--- src/rtl/program_loader_if.sv ---
// Byte-stream loader bus: UART receive strobe in, instruction-memory writes and CPU FIFO pushes out.
// The loader side uses the slave modport; the environment drives rdata/rdata_ready/ferr through master.
interface program_loader_if #(
   parameter int ADDR_W = 14
);
   logic [7:0]        rdata;
   logic              rdata_ready;
   logic              ferr;
   logic              imem_we;
   logic [ADDR_W-1:0] imem_addr;
   logic [31:0]       imem_wdata;
   logic              fifo_we;
   logic [7:0]        fifo_wdata;
   logic              load_done;
   logic              err;

   modport master (
      output rdata, rdata_ready, ferr,
      input  imem_we, imem_addr, imem_wdata, fifo_we, fifo_wdata, load_done, err
   );

   modport slave (
      input  rdata, rdata_ready, ferr,
      output imem_we, imem_addr, imem_wdata, fifo_we, fifo_wdata, load_done, err
   );
endinterface

--- src/rtl/program_loader.sv ---
// Boot loader: 4-byte big-endian size, then little-endian program words into imem, then bytes to CPU FIFO.
// Writes and pushes appear one cycle after the accepting strobe; no backpressure, every good strobe is taken.
module program_loader #(
   parameter int ADDR_W    = 14,
   parameter int BASE_ADDR = 0
) (
   input logic             clk,
   input logic             rstn,
   program_loader_if.slave bus
);
   typedef enum logic [1:0] {ST_SIZE, ST_PROG, ST_RUN} state_t;

   state_t            state;
   state_t            state_nxt;
   logic [1:0]        size_idx;
   logic [23:0]       size_hi;
   logic [31:0]       remaining;
   logic [1:0]        byte_idx;
   logic [31:0]       word_buf;
   logic [ADDR_W-1:0] word_idx;
   logic              wrapped;

   logic              strobe;
   logic              write;
   logic              push;
   logic              last;
   logic [31:0]       size_word;
   logic [31:0]       word_nxt;

   assign strobe    = bus.rdata_ready & ~bus.ferr;
   assign size_word = {size_hi, bus.rdata};
   assign last      = (remaining == 32'd1);
   // Lane 0 starts a fresh word so a short final group is zero-padded above the last byte.
   assign word_nxt  = ((byte_idx == 2'd0) ? 32'd0 : word_buf) |
                      ({24'd0, bus.rdata} << {byte_idx, 3'b000});

   always_ff @(posedge clk) begin
      if (!rstn) begin
         state <= ST_SIZE;
      end else begin
         state <= state_nxt;
      end
   end

   always_comb begin
      state_nxt = state;
      write     = 1'b0;
      push      = 1'b0;
      case (state)
         ST_SIZE: begin
            if (strobe && size_idx == 2'd3) begin
               state_nxt = (size_word == 32'd0) ? ST_RUN : ST_PROG;
            end
         end
         ST_PROG: begin
            if (strobe) begin
               write = (byte_idx == 2'd3) || last;
               if (last) begin
                  state_nxt = ST_RUN;
               end
            end
         end
         ST_RUN: begin
            push = strobe;
         end
         default: begin
            state_nxt = ST_SIZE;
         end
      endcase
   end

   always_ff @(posedge clk) begin
      if (!rstn) begin
         size_idx       <= 2'd0;
         size_hi        <= 24'd0;
         remaining      <= 32'd0;
         byte_idx       <= 2'd0;
         word_buf       <= 32'd0;
         word_idx       <= '0;
         wrapped        <= 1'b0;
         bus.imem_we    <= 1'b0;
         bus.imem_addr  <= ADDR_W'(BASE_ADDR);
         bus.imem_wdata <= 32'd0;
         bus.fifo_we    <= 1'b0;
         bus.fifo_wdata <= 8'd0;
         bus.load_done  <= 1'b0;
         bus.err        <= 1'b0;
      end else begin
         bus.imem_we   <= write;
         bus.fifo_we   <= push;
         bus.load_done <= (state_nxt == ST_RUN);
         if (bus.rdata_ready && bus.ferr) begin
            bus.err <= 1'b1;
         end
         if (push) begin
            bus.fifo_wdata <= bus.rdata;
         end
         if (state == ST_SIZE && strobe) begin
            size_hi   <= size_word[23:0];
            size_idx  <= size_idx + 2'd1;
            remaining <= size_word;
         end
         if (state == ST_PROG && strobe) begin
            remaining <= remaining - 32'd1;
            byte_idx  <= byte_idx + 2'd1;
            word_buf  <= word_nxt;
            if (write) begin
               bus.imem_addr  <= ADDR_W'(BASE_ADDR) + word_idx;
               bus.imem_wdata <= word_nxt;
               word_idx       <= word_idx + ADDR_W'(1);
               // A program larger than the memory is flagged on the first write that lands on a reused address.
               if (&word_idx) begin
                  wrapped <= 1'b1;
               end
               if (wrapped) begin
                  bus.err <= 1'b1;
               end
            end
         end
      end
   end
endmodule

--- src/flat_wrapper.sv ---
// flat-port wrapper written by rule: the top's interface ports become plain ports
module program_loader_flat 
#(
   parameter int ADDR_W    = 14,
   parameter int BASE_ADDR = 0
)
  (clk, rstn, bus_rdata, bus_rdata_ready, bus_ferr, bus_imem_we, bus_imem_addr, bus_imem_wdata, bus_fifo_we, bus_fifo_wdata, bus_load_done, bus_err);
  program_loader_if #(.ADDR_W(ADDR_W)) bus_i ();
  input logic clk;
  input logic rstn;
  input wire logic [$bits(bus_i.rdata)-1:0] bus_rdata;
  input wire logic [$bits(bus_i.rdata_ready)-1:0] bus_rdata_ready;
  input wire logic [$bits(bus_i.ferr)-1:0] bus_ferr;
  output wire logic [$bits(bus_i.imem_we)-1:0] bus_imem_we;
  output wire logic [$bits(bus_i.imem_addr)-1:0] bus_imem_addr;
  output wire logic [$bits(bus_i.imem_wdata)-1:0] bus_imem_wdata;
  output wire logic [$bits(bus_i.fifo_we)-1:0] bus_fifo_we;
  output wire logic [$bits(bus_i.fifo_wdata)-1:0] bus_fifo_wdata;
  output wire logic [$bits(bus_i.load_done)-1:0] bus_load_done;
  output wire logic [$bits(bus_i.err)-1:0] bus_err;
  assign bus_i.rdata = bus_rdata;
  assign bus_i.rdata_ready = bus_rdata_ready;
  assign bus_i.ferr = bus_ferr;
  assign bus_imem_we = bus_i.imem_we;
  assign bus_imem_addr = bus_i.imem_addr;
  assign bus_imem_wdata = bus_i.imem_wdata;
  assign bus_fifo_we = bus_i.fifo_we;
  assign bus_fifo_wdata = bus_i.fifo_wdata;
  assign bus_load_done = bus_i.load_done;
  assign bus_err = bus_i.err;
  program_loader #(.ADDR_W(ADDR_W), .BASE_ADDR(BASE_ADDR)) u_core (.clk(clk), .rstn(rstn), .bus(bus_i));
endmodule
--- config.mk ---
export PLATFORM = sky130hd
export DESIGN_NAME = program_loader_flat
export DESIGN_NICKNAME = d
export VERILOG_FILES = /design/src/rtl/program_loader_if.sv /design/src/rtl/program_loader.sv /design/src/flat_wrapper.sv
export SDC_FILE = /design/constraint.sdc
export NUM_CORES = 1
export LEC_CHECK = 0
export ABC_AREA = 0
export CORE_MARGIN = 2
export CORE_UTILIZATION = 50
export DETAILED_ROUTE_END_ITERATION = 6
export GPL_TIMING_DRIVEN = 0
export PLACE_DENSITY = 0.83
export SETUP_SLACK_MARGIN = 0.05
export SLEW_MARGIN = 40
export SYNTH_ARGS = -nofsm -noshare
export SYNTH_HDL_FRONTEND = slang
export SYNTH_SLANG_ARGS = --single-unit
--- constraint.sdc ---
create_clock -name clk -period 2.3 [get_ports clk]
set_input_delay 0.46 -clock clk [delete_from_list [all_inputs] [get_ports clk]]
set_output_delay 0.46 -clock clk [all_outputs]
set_load 0.1 [all_outputs]
Yosys cells after proc, flatten, opt, wreduce, memory -nomap -nowiden
Cells that the tools add are included. Widths: inputs -> output; s select.

$add $sub $neg: 4. Equality and inequality tests: 6. Shifts and indexed selects: 1. Mux-type cells: 15. Bitwise operators: 3. Reduce and logical (&&, ||, !) cells: 11.

Operator list (number): $mux 32 (3); $eq 32x1->1 const B (1); $logic_not 32->1 (1); $or 32x32->32 (1); $shl 8x5->32 (1); $sub 32x1->32 const B (1); $reduce_and 16->1 (1); $add 14x1->14 const B (1); $eq 2x2->1 const B (4); $mux 2 (4); $mux 1 (7); $pmux 2 s3 (1); $add 2x1->2 const B (2); $logic_and 1x1->1 (4); $logic_not 2->1 (2); $eq 2x1->1 const B (1); $reduce_and 2->1 (1); $reduce_bool 2->1 (1); $and 1x1->1 (1); $logic_or 1x1->1 (1); $not 1->1 (1).

Register bits: 167. Bits of input ports: 12. Output and inout bits: 58. Word-level logic and storage cells: 55.

Depth between registers and ports, before layout
Word-level depth: 6. Mapped depth: 8. Gate-level depth less buffers: 6.

Worst setup path after synthesis
No wires, ideal clock.

Path type: reg-to-reg. From: register u_core.remaining[20]. To: register u_core.word_idx[4]. Library setup time: 0.070 ns. Arrival time: 2.190 ns. Required time: 2.230 ns. Path slack: 0.040 ns. Stages on the path, launching flop included: 7. Buffers on the path: 1. Period minus slack after synthesis: 2.260 ns. Cells stage by stage: dfxtp_1 > nor4_4 > nand4_4 > o41a_1 > buf_6 > or4_1 > a21oi_1.

Word-level cells in the longest chain between the ends: 5.

Ends and longest elaborated chain: start, declared (line program_loader.sv:17) `logic [31:0] remaining;`; start signal, assigned (line program_loader.sv:101) `remaining <= size_word;`; start signal, assigned (line program_loader.sv:104) `remaining <= remaining - 32'd1;`; $eq 32x1->1 (line program_loader.sv:32) `assign last = (remaining == 32'd1);`; $logic_or 1x1->1 (line program_loader.sv:57) `write = (byte_idx == 2'd3) || last;`; $mux 1 (line program_loader.sv:56) `if (strobe) begin`; $mux 1 (line program_loader.sv:49) `case (state)`; $reduce_and 2->1 (no source line); end signal, assigned (line program_loader.sv:110) `word_idx <= word_idx + ADDR_W'(1);`; end, declared (line program_loader.sv:20) `logic [ADDR_W-1:0] word_idx;`.

Every way passes these cells. A chain may end at the register's enable or synchronous reset.

Worst setup path in the final report
From: register u_core.remaining[23]. To: register u_core.word_idx[11].

Same word-level chain as after synthesis.

==> reports/qor.csv <==
stage,metric,value,unit
synthesis,Async SR Flop Fraction,0,%
synthesis,"top cells by count, synth","167 x dfxtp_1, 153 x a21oi_1, 107 x nand2_1",
pwr,total power,6327,µW
synthesis,Yosys top cell by area,dfxtp_1,
setup_path,CP bufs+invs,1,
synthesis,share of the synthesized area in the top cell type,44.03,%
route,Pre-Repair DR Iteration Count,5,
setup_path,worst setup path startpoint,u_core.remaining[23],
route,routed length per instance,19.45,µm
floorplanning,die width,127.2,µm
pwr,peak supply drop,0.4789,mV
pwr,Combinational Power Share,8.7,%
synthesis,main combinational cell family by area after synthesis,compound AO/OA/AOI/OAI gates,
global_route,largest net degree at the start of global routing,17,
synthesis,mux cell area share after synthesis,0.8240,%
clock_tree,Max H-tree Level,4,
sta,Worst Tran Pin Value,747.4,ps
setup_path,Worst Reg-to-Reg Cells,6,
setup_path,reg2reg start,u_core.remaining[23],
global_route,GRT Residual Overflow,0,
route,Iteration-0 DRC Markers,1026,
synthesis,top_reg_cell synth,dfxtp_1,
floorplanning,I/O pin count,70,
floorplanning,DIE HEIGHT,127.2,µm
sta,minimum clock period,2278,ps
route,"wirelength, routed",23.96,mm
sta,slew margin rel.,50.17,%
pwr,Pint,4722,µW
synthesis,Synth area leaders,"dfxtp_1 44%, a21oi_1 10%, a211oi_1 6.6%",
synthesis,"Cell Area, Synth",7592,µm²
placed_design,area post-placement,8158,µm²
floorplanning,row count,45,
route,Vias,7904,
setup_path,CP Max Fanout,10,
sta,RSZ-0062 raised after global routing,true,
clock_tree,CTS buffer count,17,
clock_tree,TritonCTS Sinks,167,
layout,"final std cell area, no fill",9081,µm²
layout,share of cells above drive strength 1,17.62,%
floorplanning,die area,16190,µm²
sta,Final setup viols,0,
global_route,number of global-route vias before repair,7230,
sta,Max Fclk,439.0,MHz
synthesis,top-count cell post-synth,dfxtp_1,
placed_design,RD Place Congestion,0.9767,
clock_tree,clock root cell,clkbuf_16,
pwr,clock share of power,44.2,%
sta,fin. max-slew vios,0,
sta,crit share post-route,99.04,%
floorplanning,Core ar.,15030,µm²
sta,Fin Clk Skew,8.482,ps
synthesis,Cell variety after synth,65,
floorplanning,Starting Density,50.50,%
pwr,Switching Fraction,25.37,%
synthesis,Mapped Cells,936,
hold_path,hold_sp,bus_rdata[1],
sta,Setup TNS,0,ps
setup_path,kind of cell adding the most delay to the critical path,simple AND/OR/NAND/NOR gates,
flow_run,max cap viols,0,
hold_path,WHS Path Cells,3,
global_route,first-pass GRT wire length,37.37,mm
synthesis,Yosys reg bits,167,
pwr,Reg power frac,47.1,%
setup_path,Setup crit start kind,flop,
layout,Final #Nets,1051,
setup_path,reg2reg end,u_core.word_idx[11],
run_status,status,"finished, final reports clean",
synthesis,yosys warns,0,
setup_path,critical-path cell list,nor4_4 > nand4_4 > o41a_1 > buf_6 > or4_1 > a21oi_2,
synthesis,Synth Area per Inst,8.111,µm²
clock_tree,"Reg clk slew, reported paths",60,ps
synthesis,Synth Area in Compound Gates,26.42,%
clock_tree,CTS tree,done,
route,drt drc,0,
setup_path,R2R setup slack,20,ps
route,DR vias/cell,6.416,
synthesis,Post-Synth XOR/XNOR Area,0.2307,%
pwr,Leak,0.003192,µW
hold_path,HP Class,in -> reg,
synthesis,syn_nets,954,
hold_path,worst hold endpoint,u_core.bus.fifo_wdata[1],
setup_path,Setup crit end kind,flop,
route,Final ANT Viol Nets,0,
synthesis,Post-synth EDFFs,0,
placed_design,# port buffers,62,
clock_tree,clk buf depth,2,
pwr,Power Density,696.7,nW/µm²
global_route,initial antenna violation count,0,
placed_design,dpl hpwl,15.56,mm
synthesis,post-synthesis simple-gate area fraction,22.53,%
setup_path,required time of the critical path,2670,ps
pwr,switching power,1605,µW
layout,antenna cells,0,
clock_tree,later-pin clock latency in the skew report,440,ps
synthesis,post-synthesis sequential area ratio,44.03,%
setup_path,kind of critical path,reg -> reg,
setup_path,critical path's slowest cell,o41a_1,
synthesis,Synth Area in Adders,0.9888,%
sta,Fin. Hold Viols,0,
setup_path,arrival time at the worst endpoint,2640,ps
global_route,Tot GR Track Use,29.12,%
layout,Syn-to-layout area delta,19.61,%
setup_path,CP peak stage delay,510,ps
## logic make-up (layout without fill, tap and decap cells)
kind of cell / after synthesis / in the layout
AOI/OAI and AO/OA: 318 / 318
xor gates and xnor gates: 2 / 2
adders and majority gates: 6 / 6
buffers and inverters: 97 / 205
DFF: 167 / 167
muxes: 6 / 6
and+or+nand+nor: 340 / 340
## worst max-delay path by stage
stage                                            to  cells past startpoint  slack (ps)
after global routing             u_core.word_idx[4]                      6         -50
after CTS                 u_core.bus.imem_wdata[28]                      8          50
after floorplan                  u_core.word_idx[4]                      6          50
final                           u_core.word_idx[11]                      6          20
after global placement         u_core.bus.load_done                      7       -1190
after detailed placement       u_core.bus.load_done                      7       -1190
## timing repair
item / in CTS / in global routing
buffers inserted: 11 / 7
resized for setup: 37 / 69
cloned: 0 / 0
pin swaps: 10 / 11
setup endpoints to repair: 137 / 112
hold buffers: 0 / 0
## state kept, by name (all words and copies together) (netlist names), 2 cells and up
| signal | count |
|---|---|
| u_core.word_buf | 32 |
| u_core.size_hi | 24 |
| u_core.remaining | 32 |
| u_core.size_idx | 2 |
| u_core.bus.imem_wdata | 32 |
| u_core.bus.imem_addr | 14 |
| u_core.state | 2 |
| u_core.byte_idx | 2 |
| u_core.word_idx | 14 |
| u_core.bus.fifo_wdata | 8 |
## per-stage QoR
stage                     std cells  hold WS, ps  worst slack (ps)  utilization [%]
after detailed placement       1186        446.7             -1189            54.27
final                          1232        422.4             22.13            60.41
after global placement         1186        450.4             -1193            56.20
after global routing           1232        417.3            -51.97            60.41
after CTS                      1226        399.9             54.68            59.27
after floorplan                 936        424.7             50.91                -
## layout by cell type, fill, tap and decap left out, types with 20 or more instances in the layout
cell	count
buf_2	63
buf_4	20
nor2_1	65
o21ai_0	26
dfxtp_1	159
a211oi_1	64
nand3_1	30
clkbuf_2	22
clkbuf_1	46
a21oi_1	148
nor2b_1	35
nand2_1	107
## cell type report
type                    count  area (µm²)
fillers                  1276        5952
multi-input cells         672        4006
flip-flops and latches    167        3358
repair buffers             80       473.0
clock buffers              20       446.7
plain buffers              83       396.6
well taps                 188       235.2
clock inverters            10       120.1
inverters                  12       45.04
## worst reg2reg max path: cells and delay by family (launching register included)
| family | cells | cell delay [ps] |
|---|---|---|
| and+or+nand+nor | 3 | 1020 |
| AOI/OAI and AO/OA | 2 | 650 |
| DFF | 1 | 360 |
| buffers and inverters | 1 | 180 |
## routing by layer
| metal | vias to the layer above | part of all wire [%] | track usage (%) |
|---|---|---|---|
| li1 | 3620 | - | - |
| met1 | 3694 | 41 | 39.29 |
| met2 | 489 | 44 | 44.12 |
| met3 | 101 | 11 | 6.533 |
| met4 | 0 | 4.1 | 14.61 |
| met5 | - | 0 | 0 |
## power by group through the flow
stage	logic, µW	clock network (µW)	registers [µW]
finish	551	2800	2980
global route	580	2930	2980
CTS	506	2810	2970
detailed placement	466	0	3030
global placement	461	0	3030
floorplan	318	0	3030
No activity file was read; power rests on OpenSTA's default activity.
